--- src/rtl/uart_pkg.sv ---
// Shared UART receive-buffer definitions: sizes, controller state encoding
// and the layout of one buffer entry.
package uart_pkg;

  localparam int unsigned BUF_DEPTH = 256;
  localparam int unsigned ADDR_W    = $clog2(BUF_DEPTH);
  localparam int unsigned DATA_W    = 8;
  // Occupancy needs one extra bit to represent a completely full buffer.
  localparam int unsigned CNT_W     = ADDR_W + 1;

  typedef enum logic [1:0] {
    IDLE  = 2'd0,
    READ  = 2'd1,
    CLEAR = 2'd2
  } rxbuf_state_e;

  // One buffer entry as stored in the array: {byte, valid}.
  typedef struct packed {
    logic [DATA_W-1:0] rx_byte;
    logic              valid;
  } rxbuf_entry_t;

endpackage

--- src/rtl/uart_rxbuf_ctrl.sv ---
// Sequencing controller for the UART receive buffer.
// Accepts bytes from the RX deserializer and issues buffer writes, serves
// one-at-a-time host pops, and tracks occupancy, overflow and read errors.
//
// Ports:
//   clk_i, rst_ni              clock, asynchronous active-low reset
//   rx_valid_i, rx_data_i      received byte strobe and payload
//   pop_i / pop_ready_o        host pop request handshake
//   pop_valid_o, pop_data_o,
//   pop_empty_o                pop response (pulse), byte, empty indication
//   clr_i                      flush buffer and controller state
//   wmark_i                    occupancy watermark (0 = off)
//   count_o, full_o, empty_o   occupancy status
//   ovf_o, rd_err_o            sticky overflow / invalid-entry read flags
//   buf_*                      buffer array write/read/clear interface
//   wmark_irq_o                watermark interrupt (only with UART_RXBUF_WMARK_EN)
//
// Optional feature macro: UART_RXBUF_WMARK_EN adds the registered wmark_irq_o.
module uart_rxbuf_ctrl
  import uart_pkg::*;
(
  input  logic              clk_i,
  input  logic              rst_ni,
  input  logic              rx_valid_i,
  input  logic [DATA_W-1:0] rx_data_i,
  input  logic              pop_i,
  output logic              pop_ready_o,
  output logic              pop_valid_o,
  output logic [DATA_W-1:0] pop_data_o,
  output logic              pop_empty_o,
  input  logic              clr_i,
  input  logic [CNT_W-1:0]  wmark_i,
  output logic [CNT_W-1:0]  count_o,
  output logic              full_o,
  output logic              empty_o,
  output logic              ovf_o,
  output logic              rd_err_o,
`ifdef UART_RXBUF_WMARK_EN
  output logic              wmark_irq_o,
`endif
  output logic              buf_we_o,
  output logic [ADDR_W-1:0] buf_waddr_o,
  output logic [DATA_W-1:0] buf_wdata_o,
  output logic [CNT_W-1:0]  buf_raddr_o,
  output logic              buf_clr_o,
  input  logic [DATA_W:0]   buf_rdata_i
);

  rxbuf_state_e      state_q, state_d;
  logic [ADDR_W-1:0] wptr_q, wptr_d;
  logic [ADDR_W-1:0] rptr_q, rptr_d;
  logic [CNT_W-1:0]  count_q, count_d;
  logic              ovf_q, ovf_d;
  logic              rd_err_q, rd_err_d;
  logic              full_q, full_d;
  logic              empty_q, empty_d;
  logic              pop_valid_q, pop_valid_d;
  logic              pop_empty_q, pop_empty_d;
  logic [DATA_W-1:0] pop_data_q, pop_data_d;
  logic              pop_ready_q, pop_ready_d;
  logic [CNT_W-1:0]  buf_raddr_q, buf_raddr_d;
  logic              buf_clr_q, buf_clr_d;
  logic              wr_en_c;
  logic              wr_drop_c;
  logic              pop_commit_c;
  rxbuf_entry_t      rd_entry;

  assign rd_entry = rxbuf_entry_t'(buf_rdata_i);

  // State register.
  always_ff @(posedge clk_i or negedge rst_ni) begin
    if (!rst_ni) begin
      state_q <= IDLE;
    end else begin
      state_q <= state_d;
    end
  end

  // Next-state logic; a clear request wins over any pop activity.
  always_comb begin
    state_d = state_q;
    unique case (state_q)
      IDLE: begin
        if (clr_i) begin
          state_d = CLEAR;
        end else if (pop_i) begin
          state_d = READ;
        end
      end
      READ:    state_d = clr_i ? CLEAR : IDLE;
      CLEAR:   state_d = clr_i ? CLEAR : IDLE;
      default: state_d = IDLE;
    endcase
  end

  // Datapath and output next values.
  always_comb begin
    wptr_d      = wptr_q;
    rptr_d      = rptr_q;
    ovf_d       = ovf_q;
    rd_err_d    = rd_err_q;
    pop_valid_d = 1'b0;
    pop_empty_d = 1'b0;
    pop_data_d  = pop_data_q;

    // A byte arriving during a flush (request cycle or CLEAR cycle) is
    // discarded silently; only a genuinely full buffer counts as overflow.
    // Full is judged on the registered count, so a same-cycle pop does not
    // make room for it.
    wr_en_c      = rx_valid_i && !clr_i && (state_q != CLEAR) && !full_q;
    wr_drop_c    = rx_valid_i && !clr_i && (state_q != CLEAR) && full_q;
    pop_commit_c = (state_q == READ) && !clr_i && (count_q != '0);

    if (wr_en_c) begin
      wptr_d = wptr_q + ADDR_W'(1);
    end
    if (wr_drop_c) begin
      ovf_d = 1'b1;
    end

    if ((state_q == READ) && !clr_i) begin
      pop_valid_d = 1'b1;
      if (count_q == '0) begin
        pop_empty_d = 1'b1;
        pop_data_d  = '0;
      end else begin
        pop_data_d = rd_entry.rx_byte;
        rptr_d     = rptr_q + ADDR_W'(1);
        if (!rd_entry.valid) begin
          rd_err_d = 1'b1;
        end
      end
    end

    count_d = count_q + CNT_W'(wr_en_c) - CNT_W'(pop_commit_c);

    if (state_q == CLEAR) begin
      wptr_d   = '0;
      rptr_d   = '0;
      count_d  = '0;
      ovf_d    = 1'b0;
      rd_err_d = 1'b0;
    end

    full_d      = (count_d == CNT_W'(BUF_DEPTH));
    empty_d     = (count_d == '0);
    pop_ready_d = (state_d == IDLE);
    buf_clr_d   = (state_d == CLEAR);
    // Outside READ the read address points past the array so it reads zero.
    buf_raddr_d = (state_d == READ) ? {1'b0, rptr_d} : CNT_W'(BUF_DEPTH);
  end

  // Datapath registers.
  always_ff @(posedge clk_i or negedge rst_ni) begin
    if (!rst_ni) begin
      wptr_q      <= '0;
      rptr_q      <= '0;
      count_q     <= '0;
      ovf_q       <= 1'b0;
      rd_err_q    <= 1'b0;
      full_q      <= 1'b0;
      empty_q     <= 1'b1;
      pop_valid_q <= 1'b0;
      pop_empty_q <= 1'b0;
      pop_data_q  <= '0;
      pop_ready_q <= 1'b1;
      buf_raddr_q <= CNT_W'(BUF_DEPTH);
      buf_clr_q   <= 1'b0;
    end else begin
      wptr_q      <= wptr_d;
      rptr_q      <= rptr_d;
      count_q     <= count_d;
      ovf_q       <= ovf_d;
      rd_err_q    <= rd_err_d;
      full_q      <= full_d;
      empty_q     <= empty_d;
      pop_valid_q <= pop_valid_d;
      pop_empty_q <= pop_empty_d;
      pop_data_q  <= pop_data_d;
      pop_ready_q <= pop_ready_d;
      buf_raddr_q <= buf_raddr_d;
      buf_clr_q   <= buf_clr_d;
    end
  end

`ifdef UART_RXBUF_WMARK_EN
  logic wmark_irq_q, wmark_irq_d;

  // Watermark tracks the same count value that count_o will show.
  assign wmark_irq_d = (wmark_i != '0) && (count_d >= wmark_i);

  always_ff @(posedge clk_i or negedge rst_ni) begin
    if (!rst_ni) begin
      wmark_irq_q <= 1'b0;
    end else begin
      wmark_irq_q <= wmark_irq_d;
    end
  end

  assign wmark_irq_o = wmark_irq_q;
`else
  logic wmark_unused;
  assign wmark_unused = ^wmark_i;
`endif

  assign pop_ready_o = pop_ready_q;
  assign pop_valid_o = pop_valid_q;
  assign pop_data_o  = pop_data_q;
  assign pop_empty_o = pop_empty_q;
  assign count_o     = count_q;
  assign full_o      = full_q;
  assign empty_o     = empty_q;
  assign ovf_o       = ovf_q;
  assign rd_err_o    = rd_err_q;
  assign buf_we_o    = wr_en_c;
  assign buf_waddr_o = wptr_q;
  assign buf_wdata_o = rx_data_i;
  assign buf_raddr_o = buf_raddr_q;
  assign buf_clr_o   = buf_clr_q;

endmodule
--- config.mk ---
export PLATFORM = sky130hd
export DESIGN_NAME = uart_rxbuf_ctrl
export DESIGN_NICKNAME = d
export VERILOG_FILES = /design/src/rtl/uart_pkg.sv /design/src/rtl/uart_rxbuf_ctrl.sv
export SDC_FILE = /design/constraint.sdc
export NUM_CORES = 1
export LEC_CHECK = 0
export BUFFER_PORTS_ARGS = -buffer_cell sky130_fd_sc_hd__buf_2
export CAP_MARGIN = 40
export CORE_AREA = 2 2 59 103
export DETAILED_ROUTE_END_ITERATION = 10
export DIE_AREA = 0 0 61 105
export GPL_TIMING_DRIVEN = 0
export PLACE_DENSITY = 0.87
export SETUP_SLACK_MARGIN = 0.2
export SLEW_MARGIN = 30
export SYNTH_ARGS = -nofsm -noshare
export SYNTH_HDL_FRONTEND = slang
export SYNTH_SLANG_ARGS = --single-unit
--- constraint.sdc ---
create_clock -name clk_i -period 6.2 [get_ports clk_i]
set_clock_uncertainty 0.15 [all_clocks]
set_input_delay 0.31 -clock clk_i [delete_from_list [all_inputs] [get_ports clk_i]]
set_output_delay 0.31 -clock clk_i [all_outputs]
set_load 0.02 [all_outputs]
==> impl_metrics.json <==
{
  "worstPathRequired_ns": 6.27,
  "rows": 36,
  "ctsResizeCount": 0,
  "die_area_um2": 6410,
  "fmax_mhz": 257,
  "rsz0062_at_grt": "no",
  "final_common_cell": "buf_2",
  "yosysWarnings": 0,
  "synth_top_area_share_pct": 45.4,
  "io_buffers": 64,
  "grt_first_pass_wirelength_mm": 9.32,
  "hold_viol_final": 0,
  "ir_drop_uv": 225,
  "core_um2": 5540,
  "p_leak_nw": 1.63,
  "cp_max_fo": 7,
  "routed_via_density": 5.28,
  "grt_pass1_vias": 2128,
  "post-cts-setup-buffer-count": 0,
  "setup_viol": 0,
  "dp_hpwl_mm": 4.43,
  "ys_ff_latch": 52,
  "max-cap-violations": 0,
  "syn_area_um2": 2700,
  "layout_common_cells": "buf_2 (65), dfrtp_1 (49), nor2_1 (32)",
  "grt_max_degree": 53,
  "worst_pin_slew_ns": 0.617,
  "syn_nets": 311,
  "hold_ws_ns": 0.0742,
  "cts_tree": "yes",
  "synth_cell_types": 57,
  "area.growth.synth_to_final_pct": 19.3,
  "synth_top_flop_cell": "dfrtp_1",
  "numCtsBuffers": 5,
  "initial_utilization_pct": 48.7,
  "design_area_um2": 3220,
  "die_x_um": 61,
  "ys_top_cells_by_area": "dfrtp_1 (45%), ha_1 (8.3%), nor2_1 (4.5%)",
  "clockBufferDepth": 2,
  "slew_viol_final": 0,
  "yosysSeqAreaShare_pct": 48.4,
  "p_per_area_nw_per_um2": 482,
  "gr-total-overflow": 0,
  "worst_skew_pair.late_latency_ns": 0.31,
  "critPathCaptureType": "flip-flop",
  "status": "complete, no violations",
  "h-tree-depth": 2,
  "n_antenna_cell": 0,
  "critPathLaunchType": "flip-flop",
  "dr.pass1.iters": 4,
  "synth-edff-count": 0,
  "die_y_um": 105,
  "drive_gt1_share_pct": 29.3,
  "num_vias": 2163,
  "maxSlewHeadroom_pct": 58.3,
  "criticalPathCategory": "reg2reg",
  "final.period_utilization_pct": 62.7,
  "postLayoutCoreUtil_pct": 58.1,
  "antenna_found_initial": 0,
  "nets": 383,
  "worstHoldPathType": "in2reg",
  "routed_wl_mm": 5.77,
  "drc": 0,
  "io-pin-count": 82,
  "synthCells": 261,
  "yosysTopAreaCell": "dfrtp_1",
  "placed_area_um2": 3120,
  "first_iter_violations": 77,
  "min_period_ns": 3.89,
  "clkSlewWorstSetupHoldPaths_ns": 0.09,
  "cts_sinks": 52,
  "wire_per_inst_um": 14.1,
  "antenna_violating_nets_post_route": 0,
  "synth.avg_cell_area_um2": 10.3,
  "cp.arrival_ns": 3.96,
  "grt_usage_pct": 19.1,
  "async_flop_share_pct": 100,
  "routabilityCongestion": 0.854,
  "fin_setup_tns_ns": 0,
  "cts_root_buf": "clkbuf_8"
}
## registers in the layout, indices dropped and copies added, names as in the netlist, 2 cells and up
name	cells
buf_raddr_o	9
buf_waddr_o	8
count_o	9
pop_data_o	8
rptr_q	8
state_q	2
## worst max-delay path, stage by stage (launching register included)
cell       delay [ns]
dfrtp_1          0.41
inv_1            0.08
ha_1             0.14
nor4b_1          0.51
a21oi_2          0.24
ha_1             0.32
inv_1            0.04
ha_1             0.21
fa_1             0.40
a211o_1          0.29
nand3_1          0.25
o2bb2ai_1        0.18
mux2_4           0.33
nor4_1           0.25
## per-layer routing
layer	wire [um]	vias to the layer above	global-route usage, %
met4	292	0	12.4
met1	2050	1041	19.2
met5	0	-	0
li1	-	1023	-
met2	3160	77	33.7
met3	268	22	3.47
## synthesized netlist by cell type, types with 2 or more instances
cell / instances
a2111oi_0: 2
a211oi_1: 3
a21oi_1: 4
a21oi_2: 2
a31oi_1: 2
and2_1: 4
and3_1: 3
buf_1: 2
buf_2: 2
buf_4: 8
clkbuf_1: 2
dfrtp_1: 49
dfstp_2: 3
ha_1: 18
inv_1: 18
mux2i_1: 2
nand2_1: 22
nand2b_1: 2
nand3_1: 6
nand3b_1: 2
nand4_1: 4
nand4bb_1: 2
nor2_1: 32
nor2b_1: 5
nor3b_1: 2
nor4_1: 4
nor4b_1: 2
o21ai_0: 9
or3_1: 2
or4_1: 2
xnor2_1: 8
xor2_1: 8
## metrics by stage
stage          worst slack (ns)  total power [mW]  std cells
2_1_floorplan              2.65              1.12        261
3_3_place_gp               2.40              1.32        401
3_5_place_dp               2.35              1.36        401
4_1_cts                    2.31              1.56        410
5_1_grt                    2.09              1.67        410
6_report                   2.31              1.55        410
## final timing paths
check	startpoint	to	slack, ns	cells past startpoint
setup reg to reg	count_o[2]	empty_o	2.31	13
min in group asynchronous	rst_ni	buf_clr_o	0.40	2
hold / removal	buf_rdata_i[5]	pop_data_o[4]	0.07	3
hold reg to reg	pop_data_o[4]	pop_data_o[4]	0.33	2
setup / recovery	count_o[2]	empty_o	2.31	13
max in group asynchronous	rst_ni	buf_waddr_o[0]	5.08	2
## report_power, final
| part | internal (mW) | switching (mW) | leakage, nW |
|---|---|---|---|
| registers | 0.425 | 0.0582 | 0.688 |
| logic | 0.348 | 0.526 | 0.904 |
| clock network | 0.0800 | 0.114 | 0.0404 |
## layout make-up
cell class                 count  area, um^2
clock buffer                   5        68.8
inverter                      19        71.3
buffer                        15        90.1
fill                         472        2320
tap                           76        95.1
sequential                    52        1310
clock inverter                 3        23.8
multi-input combinational    175        1230
timing repair buffer          65         333
## cells by family after synthesis
logic type | count (synthesis) | synth area share, %
compound gates | 34 | 9.50
xor+xnor | 16 | 5.19
fa+ha+maj | 19 | 9.09
buf+inv | 34 | 5.98
flops | 52 | 48.4
mux | 3 | 1.30
simple gates | 103 | 20.6
## what timing repair did
action	in CTS	in global routing
hold buffers	1	0
setup endpoints to repair	0	0
hold endpoints to repair	49	0
(Power assumes the default switching activity.)
